**src/rtl/hkspi_pkg.sv**
```systemverilog
// Shared op-codes and FSM state encoding for the housekeeping SPI slave.
package hkspi_pkg;

  localparam logic [1:0] OP_NOP = 2'b00;
  localparam logic [1:0] OP_RD  = 2'b01;
  localparam logic [1:0] OP_WR  = 2'b10;
  localparam logic [1:0] OP_RW  = 2'b11;

  typedef enum logic [2:0] {
    ST_IDLE,
    ST_CMD,
    ST_ADDR,
    ST_DATA,
    ST_DONE
  } state_t;

endpackage

```
**src/rtl/hkspi_sync_edge.sv**
```systemverilog
// N-stage synchronizer for one pad input, with level, rise and fall outputs.
module hkspi_sync_edge #(
  parameter int unsigned STAGES  = 2,
  parameter logic        RST_VAL = 1'b0
) (
  input  logic i_clock,
  input  logic i_resetn,
  input  logic i_d,
  output logic o_level,
  output logic o_rise,
  output logic o_fall
);

  logic [STAGES-1:0] r_sync;
  logic              r_prev;

  // Shift the raw input through the synchronizer, keep one extra flop for edges.
  always_ff @(posedge i_clock) begin
    if (!i_resetn) begin
      r_sync <= {STAGES{RST_VAL}};
      r_prev <= RST_VAL;
    end else begin
      r_sync <= {r_sync[STAGES-2:0], i_d};
      r_prev <= r_sync[STAGES-1];
    end
  end

  assign o_level = r_sync[STAGES-1];
  assign o_rise  = r_sync[STAGES-1] & ~r_prev;
  assign o_fall  = ~r_sync[STAGES-1] & r_prev;

endmodule

```
**src/rtl/hkspi_slave_engine.sv**
```systemverilog
// Housekeeping SPI slave: decodes cmd/addr/data bytes and drives a register port.
module hkspi_slave_engine
  import hkspi_pkg::*;
#(
  parameter int unsigned SYNC_STAGES = 2,
  parameter int unsigned ADDR_W      = 8
) (
  input  logic              clock,
  input  logic              resetn,
  input  logic              spi_sck,
  input  logic              spi_csb,
  input  logic              spi_sdi,
  output logic              spi_sdo,
  output logic              spi_sdo_oe,
  output logic [ADDR_W-1:0] reg_addr,
  output logic [7:0]        reg_wdata,
  output logic              reg_we,
  output logic              reg_re,
  input  logic [7:0]        reg_rdata,
  output logic              busy
);

  logic w_sck_rise, w_sck_fall, w_unused_sck_level;
  logic w_csb_level, w_csb_rise, w_csb_fall;
  logic w_sdi, w_unused_sdi_rise, w_unused_sdi_fall;

  hkspi_sync_edge #(.STAGES(SYNC_STAGES), .RST_VAL(1'b0)) u_sync_sck (
    .i_clock(clock), .i_resetn(resetn), .i_d(spi_sck),
    .o_level(w_unused_sck_level), .o_rise(w_sck_rise), .o_fall(w_sck_fall)
  );

  // CSB idles high so reset does not look like an active transaction.
  hkspi_sync_edge #(.STAGES(SYNC_STAGES), .RST_VAL(1'b1)) u_sync_csb (
    .i_clock(clock), .i_resetn(resetn), .i_d(spi_csb),
    .o_level(w_csb_level), .o_rise(w_csb_rise), .o_fall(w_csb_fall)
  );

  hkspi_sync_edge #(.STAGES(SYNC_STAGES), .RST_VAL(1'b0)) u_sync_sdi (
    .i_clock(clock), .i_resetn(resetn), .i_d(spi_sdi),
    .o_level(w_sdi), .o_rise(w_unused_sdi_rise), .o_fall(w_unused_sdi_fall)
  );

  state_t      r_state, w_state_nxt;
  logic [2:0]  r_bitcnt;
  logic [6:0]  r_rx;
  logic [1:0]  r_op;
  logic [2:0]  r_left;
  logic        r_counted;
  logic        r_more;
  logic        r_we_pend;
  logic        r_post;
  logic        r_re_d;
  logic [7:0]  r_tx;
  logic        r_oe;

  logic        w_bit;
  logic        w_byte_done;
  logic [7:0]  w_byte;
  logic        w_last_data;
  logic        w_op_rd;
  logic        w_op_wr;

  assign w_bit       = w_sck_rise &&
                       (r_state == ST_CMD || r_state == ST_ADDR || r_state == ST_DATA);
  assign w_byte_done = w_bit && (r_bitcnt == 3'd7);
  assign w_byte      = {r_rx, w_sdi};
  assign w_last_data = r_counted && (r_left == 3'd1);
  assign w_op_rd     = (r_op == OP_RD) || (r_op == OP_RW);
  assign w_op_wr     = (r_op == OP_WR) || (r_op == OP_RW);

  assign busy       = ~w_csb_level;
  assign spi_sdo    = r_tx[7];
  assign spi_sdo_oe = r_oe;

  // State register.
  always_ff @(posedge clock) begin
    if (!resetn) r_state <= ST_IDLE;
    else         r_state <= w_state_nxt;
  end

  // Next-state decode; a CSB rise always returns to IDLE.
  always_comb begin
    w_state_nxt = r_state;
    if (w_csb_rise) begin
      w_state_nxt = ST_IDLE;
    end else begin
      case (r_state)
        ST_IDLE: if (w_csb_fall) w_state_nxt = ST_CMD;
        ST_CMD:  if (w_byte_done)
                   w_state_nxt = (w_byte[7:6] == OP_NOP) ? ST_DONE : ST_ADDR;
        ST_ADDR: if (w_byte_done) w_state_nxt = ST_DATA;
        ST_DATA: if (w_byte_done && w_last_data) w_state_nxt = ST_DONE;
        default: w_state_nxt = r_state;
      endcase
    end
  end

  // Bit shifting, register-port strobes and SDO shifter.
  // For read-then-write the write strobe goes first on the byte's address;
  // the increment and the read for the next byte follow one clock later.
  always_ff @(posedge clock) begin
    if (!resetn) begin
      r_bitcnt  <= '0;
      r_rx      <= '0;
      r_op      <= '0;
      r_left    <= '0;
      r_counted <= 1'b0;
      r_more    <= 1'b0;
      r_we_pend <= 1'b0;
      r_post    <= 1'b0;
      r_re_d    <= 1'b0;
      r_tx      <= '0;
      r_oe      <= 1'b0;
      reg_addr  <= '0;
      reg_wdata <= '0;
      reg_we    <= 1'b0;
      reg_re    <= 1'b0;
    end else begin
      reg_we <= 1'b0;
      reg_re <= 1'b0;
      r_re_d <= reg_re;

      if (w_csb_fall && r_state == ST_IDLE) begin
        r_bitcnt <= '0;
        r_rx     <= '0;
      end else if (w_bit) begin
        r_bitcnt <= r_bitcnt + 3'd1;
        r_rx     <= w_byte[6:0];
      end

      if (w_byte_done) begin
        case (r_state)
          ST_CMD: begin
            r_op      <= w_byte[7:6];
            r_left    <= w_byte[5:3];
            r_counted <= (w_byte[5:3] != 3'd0);
          end
          ST_ADDR: begin
            reg_addr <= ADDR_W'(w_byte);
            if (w_op_rd) reg_re <= 1'b1;
          end
          ST_DATA: begin
            if (r_counted) r_left <= r_left - 3'd1;
            if (w_op_wr) begin
              reg_wdata <= w_byte;
              r_we_pend <= 1'b1;
              r_more    <= !w_last_data;
            end else begin
              reg_addr <= reg_addr + ADDR_W'(1);
              reg_re   <= !w_last_data;
            end
          end
          default: ;
        endcase
      end

      if (r_we_pend) begin
        reg_we    <= 1'b1;
        r_we_pend <= 1'b0;
        r_post    <= 1'b1;
      end

      if (r_post) begin
        r_post   <= 1'b0;
        reg_addr <= reg_addr + ADDR_W'(1);
        if (w_op_rd && r_more) reg_re <= 1'b1;
      end

      // Load is only accepted in DATA; the fall that ends a byte does not shift.
      if (r_re_d && r_state == ST_DATA) begin
        r_tx <= reg_rdata;
        r_oe <= 1'b1;
      end else if (w_sck_fall && r_state == ST_DATA && r_bitcnt != 3'd0) begin
        r_tx <= {r_tx[6:0], 1'b0};
      end

      if (w_csb_rise || (w_byte_done && r_state == ST_DATA && w_last_data))
        r_oe <= 1'b0;
    end
  end

endmodule

```
**config.mk**
```make
export PLATFORM = sky130hd
export DESIGN_NAME = hkspi_slave_engine
export DESIGN_NICKNAME = d
export VERILOG_FILES = /design/src/rtl/hkspi_pkg.sv /design/src/rtl/hkspi_sync_edge.sv /design/src/rtl/hkspi_slave_engine.sv
export SDC_FILE = /design/constraint.sdc
export NUM_CORES = 1
export LEC_CHECK = 0
export CORE_ASPECT_RATIO = 1.2
export CORE_MARGIN = 5
export CORE_UTILIZATION = 35
export CTS_BUF_LIST = sky130_fd_sc_hd__clkbuf_4 sky130_fd_sc_hd__clkbuf_8
export DETAILED_ROUTE_END_ITERATION = 7
export PLACE_DENSITY = 0.59
export RECOVER_POWER = 25
export SETUP_SLACK_MARGIN = 0.02
export SYNTH_ARGS = -nofsm -noshare
export SYNTH_HDL_FRONTEND = slang
export SYNTH_HIERARCHICAL = 1
export SYNTH_SLANG_ARGS = --single-unit
```
**constraint.sdc**
```tcl
create_clock -name clock -period 5.3 [get_ports clock]
set_input_delay 1.325 -clock clock [delete_from_list [all_inputs] [get_ports clock]]
set_output_delay 1.325 -clock clock [all_outputs]
set_load 0.02 [all_outputs]
```
# [Word level (Yosys, flattened, before mapping)]
# Index checks and enable logic that the tools add are counted.
[classes] n_addsub=3 multipliers=0 div_mod_pow=0 magnitude_cmp=0 eq_ne=14 shifts=0 n_mux=22 bitwise_logic=11 reduce_logical=36
[op_table] operator="$mux W8" count=5
[op_table] operator="$mux W3" count=6
[op_table] operator="$pmux W8 S2" count=1
[op_table] operator="$pmux W3 S4" count=1
[op_table] operator="$logic_and A1 B1 Y1" count=11
[op_table] operator="$reduce_and A3 Y1" count=3
[op_table] operator="$reduce_bool A3 Y1" count=3
[op_table] operator="$add A8 B1 Y8 const B" count=1
[op_table] operator="$ne A2 B2 Y1 const B" count=4
[op_table] operator="$reduce_or A2 Y1" count=4
[op_table] operator="$mux W1" count=7
[op_table] operator="$not A1 Y1" count=7
[op_table] operator="$eq A3 B1 Y1 const B" count=2
[op_table] operator="$eq A3 B2 Y1 const B" count=2
[op_table] operator="$pmux W3 S2" count=1
[op_table] operator="$reduce_bool A2 Y1" count=3
[op_table] operator="$logic_or A1 B1 Y1" count=5
[op_table] operator="$reduce_and A5 Y1" count=1
[op_table] operator="$and A1 B1 Y1" count=4
[op_table] operator="$eq A2 B2 Y1 const B" count=2
[op_table] operator="$reduce_bool A4 Y1" count=1
[op_table] operator="$reduce_or A4 Y1" count=1
[op_table] operator="$add A3 B1 Y3 const B" count=1
[op_table] operator="$eq A3 B3 Y1 const B" count=1
[op_table] operator="9 further kinds" count=9
[totals] ff_bits=58 latchBits=0 mem_bits_rw=0 romBits=0 in_bits=13 out_inout_bits=21 memories=0

# [Longest topological paths before layout]
# Gate-level depths: netlist of run 1.
[depth] depth_word=9 ltp_mapped=7 depth_no_buf=6

# [Hierarchy]
# Netlist of run 1, hierarchy kept.
[modules_own_cells] mod="hkspi_slave_engine" n_inst=1 cells_each=263 area_each_um2=2372.3 seq_area_each_um2=1001.0
[modules_own_cells] mod="hkspi_sync_edge" n_inst=3 cells_each=8 area_each_um2=91.3 seq_area_each_um2=60.1

# [Worst setup path after synthesis of run 1]
# OpenSTA, ideal clock, no wires.
[synth_timing] path_type="input to register" startpoint="in resetn" endpoint="reg r_tx[1]" setup_ps=70 arrival_ps=2060 required_time_ps=5230 slack_ps=3170 cell_stages=4 path_buffers=2 path_cell_list="clkbuf_1 > clkbuf_1 > o21ai_0 > a21oi_1"
[synth_lines] item="start, declared" line_no="hkspi_slave_engine.sv:9" source="input logic resetn,"
[synth_lines] item="end signal, assigned" line_no="hkspi_slave_engine.sv:171" source="r_tx <= reg_rdata;"
[synth_lines] item="end signal, assigned" line_no="hkspi_slave_engine.sv:174" source="r_tx <= {r_tx[6:0], 1'b0};"
[synth_lines] item="end, declared" line_no="hkspi_slave_engine.sv:53" source="logic [7:0] r_tx;"

# [Worst setup path after layout of run 1]
[layout_timing] startpoint="in resetn" endpoint="reg r_oe (netlist: spi_sdo_oe)"
[layout_via] elab_chain_cells=2
[layout_rtl] item="$not A1 Y1 (no line)"
[layout_rtl] item="$reduce_or A2 Y1 (no line)"
[layout_rtl] item="end signal, assigned" line_no="hkspi_slave_engine.sv:113" source="r_oe <= 1'b0;"
[layout_rtl] item="end signal, assigned" line_no="hkspi_slave_engine.sv:172" source="r_oe <= 1'b1;"
[layout_rtl] item="end signal, assigned" line_no="hkspi_slave_engine.sv:178" source="r_oe <= 1'b0;"
[layout_rtl] item="end, declared" line_no="hkspi_slave_engine.sv:54" source="logic r_oe;"
# No other way between the ends.
# A chain may end at the register's enable or synchronous reset.

==> results of run 1 <==
[final timing paths]
path / start / to / slack (ns) / cells after the start
worst min-delay path: u_sync_csb/r_sync[0] / u_sync_csb/r_sync[1] / 0.41 / 1
worst min register to register: u_sync_csb/r_sync[0] / u_sync_csb/r_sync[1] / 0.41 / 1
worst max register to register: u_sync_sck/r_sync[1] / r_bitcnt[2] / 3.04 / 5
worst max-delay path: resetn / spi_sdo_oe / 2.06 / 6
[layout make-up]
type / count / area share (%)
multi-input combinational: 201 / 40.95
sequential: 58 / 35.72
timing repair buffer: 34 / 10.39
clock buffer: 11 / 4.465
clock inverter: 5 / 3.849
tap: 90 / 3.464
inverter: 10 / 1.155
[layer usage]
layer / GRT usage, % / vias to the layer above
li1: - / 1074
met1: 17.64 / 965
met2: 19.27 / 43
met3: 2.756 / 10
met4: 7.559 / 0
met5: 0 / -
[critical path: stages]
cell and delay (ns):
dlygate4sd3_1 0.52, buf_4 0.33, clkinv_1 0.54, nor2_1 0.47, o21ai_0 0.16, a31oi_1 0.15
[power groups by stage]
stage / combinational, mW / sequential (mW) / clock, mW
floorplan: 0.0166 / 0.450 / 0
CTS: 0.0286 / 0.442 / 0.561
global placement: 0.0283 / 0.451 / 0
detailed placement: 0.0285 / 0.452 / 0
global route: 0.0311 / 0.442 / 0.583
finish: 0.0283 / 0.442 / 0.549
[registers in the layout (all words and copies together), names as in the netlist, 3 cells and up]
signal,count
r_rx,7
reg_wdata,8
r_bitcnt,3
r_state,3
reg_addr,8
r_left,3
r_tx,8
[cell usage in the layout (no fill, tap or decap), types with 4 or more instances in the layout]
master / instances
ha_1: 6
a22oi_1: 7
nand2_1: 25
nand3_1: 18
and2_0: 4
o22ai_1: 4
clkdlybuf4s50_1: 32
nor2b_1: 7
mux2i_1: 15
nor2_1: 20
inv_1: 9
a21oi_1: 19
bufinv_16: 4
nand2b_1: 7
and3_1: 5
dfxtp_1: 58
and2_1: 5
o21ai_0: 16
a211oi_1: 4
clkbuf_8: 10
==> flow_metrics.env, run 1 <==
export IMPL_synth_cell_area_sq_um=2608
export IMPL_p_comb_share_pct=2.8
export IMPL_fin_area_sq_um=3251
export IMPL_fp_row_count=34
export IMPL_nets=333
export IMPL_synth_cells=283
export IMPL_fin_util_pct=44.69
export IMPL_pin_count=34
export IMPL_sw_frac_of_total_pct=18.48
export IMPL_cts_sinks=58
export IMPL_post_route_period_util_pct=61.08
export IMPL_worst_pin_slew_ns=1.100
export IMPL_die_area_sq_um=9283
export IMPL_hold_path_class="register to register"
export IMPL_critical_path_arrival_ns=3.50
export IMPL_yosysWarnings=6
export IMPL_die_h_um=104.6
export IMPL_slew_violations=0
export IMPL_place_area_sq_um=2980
export IMPL_topRoutingLayerUsed="met4"
export IMPL_finClkSkew_ns=0.007793
export IMPL_wl_per_cell_um=13.66
export IMPL_p_clk_share_pct=53.9
export IMPL_seq_area_sq_um=1161
export IMPL_clkTransAtPathRegs_ns=0.07
export IMPL_p_sw_uw=188.2
export IMPL_power_mw=1.019
export IMPL_hold_slack_ns=0.4060
export IMPL_grt_pass1_wl_um=9604
export IMPL_p_int_uw=830.4
export IMPL_cts_setup_buffers=0
export IMPL_cts_buffers=9
export IMPL_num_vias=2092
export IMPL_grt_antenna_before_repair=0
export IMPL_vdd_drop_max_mv=0.1678
export IMPL_num_antenna_cells=0
export IMPL_fin_setup_tns_ns=0
export IMPL_layout_area_overhead_vs_synth_pct=24.66
export IMPL_insertion_delay_ns=0.33
export IMPL_cts_root_buf="clkbuf_8"
export IMPL_dp_hpwl_um=3820
export IMPL_wl_met3_um=270
export IMPL_power_density_nw_per_um2=313.4
export IMPL_core_sq_um=7274
export IMPL_die_w_um=88.79
export IMPL_cts_resized=0
export IMPL_clock_path_buffers=2
export IMPL_grt_pass1_vias=2023
export IMPL_leakage_nw=1.187
export IMPL_drive_gt1_share_pct=10.34
export IMPL_drc=0
export IMPL_cts_tree="done"
export IMPL_pwr_share_seq_pct=43.4
export IMPL_crit_required_ns=5.56
export IMPL_start_kind="input port"
export IMPL_fillers=716
export IMPL_rsz0062_at_grt="false"
export IMPL_routed_wl_um=5588
export IMPL_fmax_ghz=0.3089
export IMPL_cp_end_kind="register"
export IMPL_cts_hold_buf=0
export IMPL_drt_met1_wl_um=2743
export IMPL_grt_start_max_net_pins=38
export IMPL_multiInputGateArea_sq_um=1331
export IMPL_drv_cap=0
export IMPL_setup_viol=0
export IMPL_worstSetupPathType="input port to register"
export IMPL_first_iter_violations=159
export IMPL_outcome="completed"
export IMPL_synth_area_per_cell_sq_um=9.214
export IMPL_wl_met2_um=2433
export IMPL_preCtsSetupSlack_ns=1.807
export IMPL_worst_slack_ns=2.063
export IMPL_grt_overflow=0
export IMPL_final_cells=409
export IMPL_initial_core_util_pct=35.84
export IMPL_hold_viol=0
export IMPL_fin_crit_ns=3.237
export IMPL_path_max_fanout=37
export IMPL_htreeDepth=3
export IMPL_ant_nets=0
export IMPL_syn_num_nets=302
export IMPL_drt_pass1_iterations=5
export IMPL_slew_headroom_pct=26.52
export IMPL_place_gp_congestion=0.7915
export IMPL_place_inst=393
export IMPL_grt_util_all_layers_pct=13.15
export IMPL_port_buffer_count=33
export IMPL_vias_per_cell=5.115
Note: power is estimated with default switching activity, not from simulation.
==> run 2: changes to the inputs <==
clock period = 3.1 ns   (was 5.3 ns; I/O delays follow)
==> flow_metrics.env, run 2 (synthesis gave the netlist of run 1 again) <==
export IMPL_wl_per_cell_um=13.83
export IMPL_num_antenna_cells=0
export IMPL_pin_count=34
export IMPL_fin_area_sq_um=3203
export IMPL_crit_path_max_incr_delay_ns=0.66
export IMPL_ff2ff_path_depth=6
export IMPL_fmax_ghz=0.4451
export IMPL_crit_chain="clkdlybuf4s50_1"
export IMPL_place_gp_congestion=0.8149
export IMPL_worstSetupPathType="register to output pin"
export IMPL_clock_path_buffers=2
export IMPL_hold_viol=0
export IMPL_grt_pass1_vias=2026
export IMPL_worst_slack_ns=0.8535
export IMPL_dp_hpwl_um=3985
export IMPL_start_kind="register"
export IMPL_worst_r2r_endpoint="r_rx[1]"
export IMPL_cts_sinks=58
export IMPL_layout_area_overhead_vs_synth_pct=22.84
export IMPL_cp_top_family="buffers and inverters"
export IMPL_die_h_um=104.6
export IMPL_setup_viol=0
export IMPL_ant_nets=0
export IMPL_grt_start_max_net_pins=37
export IMPL_drive_gt1_share_pct=9.688
export IMPL_first_iter_violations=153
export IMPL_slew_headroom_pct=61.69
export IMPL_power_density_nw_per_um2=496.8
export IMPL_r2r_slack_ns=1.12
export IMPL_cp_end_kind="output pin"
export IMPL_hold_start="u_sync_csb/r_sync[0]"
export IMPL_outcome="completed"
export IMPL_cts_setup_buffers=0
export IMPL_min_path_cells=1
export IMPL_grt_overflow=0
export IMPL_routed_wl_um=5671
export IMPL_cts_hold_buf=0
export IMPL_place_area_sq_um=2995
export IMPL_grt_util_all_layers_pct=13.48
export IMPL_vdd_drop_max_mv=0.2303
export IMPL_leakage_nw=1.172
export IMPL_core_sq_um=7274
export IMPL_reg_largest_list="r_tx (8), reg_addr (8), reg_wdata (8)"
export IMPL_cts_resized=0
export IMPL_preCtsSetupSlack_ns=0.8636
export IMPL_layout_commonest_cell="dfxtp_1"
export IMPL_min_to="u_sync_csb/r_sync[1]"
export IMPL_path_max_fanout=8
export IMPL_num_vias=2106
export IMPL_die_w_um=88.79
export IMPL_critical_path_arrival_ns=1.47
export IMPL_cts_root_buf="clkbuf_8"
export IMPL_layout_common_cells="dfxtp_1, clkdlybuf4s50_1, nand2_1"
export IMPL_critPathBufInv=1
export IMPL_nets=335
export IMPL_fin_crit_ns=2.246
export IMPL_grt_pass1_wl_um=9853
export IMPL_slowest_stage="clkdlybuf4s50_1"
export IMPL_grt_antenna_before_repair=0
export IMPL_die_area_sq_um=9283
export IMPL_initial_core_util_pct=35.84
export IMPL_clkTransAtPathRegs_ns=0.06
export IMPL_hold_path_class="register to register"
export IMPL_hold_slack_ns=0.4125
export IMPL_insertion_delay_ns=0.33
export IMPL_port_buffer_count=33
export IMPL_vias_per_cell=5.137
export IMPL_drc=0
export IMPL_cts_tree="done"
export IMPL_fp_row_count=34
export IMPL_crit_required_ns=2.32
export IMPL_post_route_period_util_pct=72.47
export IMPL_worst_pin_slew_ns=0.5746
export IMPL_drv_cap=0
export IMPL_cts_buffers=9
export IMPL_drt_pass1_iterations=4
export IMPL_htreeDepth=3
export IMPL_rr_startpoint="u_sync_sck/r_sync[1]"
export IMPL_crit_cells=1
export IMPL_slew_violations=0
export IMPL_rsz0062_at_grt="false"
export IMPL_finClkSkew_ns=0.007901
export IMPL_fin_setup_tns_ns=0
run 2: changes by cell type in the layout (fill, tap and decap cells not counted), sizes merged:
cell,previous run,this run
clkbuf,11,14
buf,1,2
clkinv,2,1
bufinv,4,2
run 2: area by class of cell:
cell class | instances | area (sq um)
clock buffers | 13 | 166.4
clock inverters | 2 | 60.06
fillers | 702 | 4071
inverters | 10 | 37.54
multi-input cells | 201 | 1316
flip-flops and latches | 58 | 1161
well taps | 90 | 112.6
repair buffers | 36 | 349.1
run 2: routing by layer:
layer	share of wire (%)	wire [um]	global-route usage (%)
met5	0	0	0
met4	1.4	78	7.127
met3	4.5	253	2.598
met2	46	2621	19.32
met1	48	2718	18.89
run 2: how the worst max path moves through the flow:
stage                      from           to  slack (ns)
floorplan           r_bitcnt[0]  reg_addr[5]        1.38
global placement         resetn   r_state[2]        0.91
detailed placement       resetn   r_state[2]        0.86
CTS                 reg_addr[2]  reg_addr[2]        0.83
global route        reg_addr[2]  reg_addr[2]        0.80
finish              reg_addr[2]  reg_addr[2]        0.85
run 2: per-stage QoR:
step | instances | total power, mW | utilization, %
after floorplan | 283 | 0.7975 | -
after global placement | 395 | 0.8224 | 41.18
after detailed placement | 395 | 0.8227 | 41.18
after CTS | 410 | 1.615 | 44.29
after global routing | 410 | 1.650 | 44.03
final | 410 | 1.591 | 44.03
run 2: power breakdown:
| part | internal, mW | leakage (nW) | switching, mW |
|---|---|---|---|
| Sequential | 0.751 | 0.469 | 0.00495 |
| Clock | 0.510 | 0.117 | 0.276 |
| Combinational | 0.0243 | 0.587 | 0.0247 |
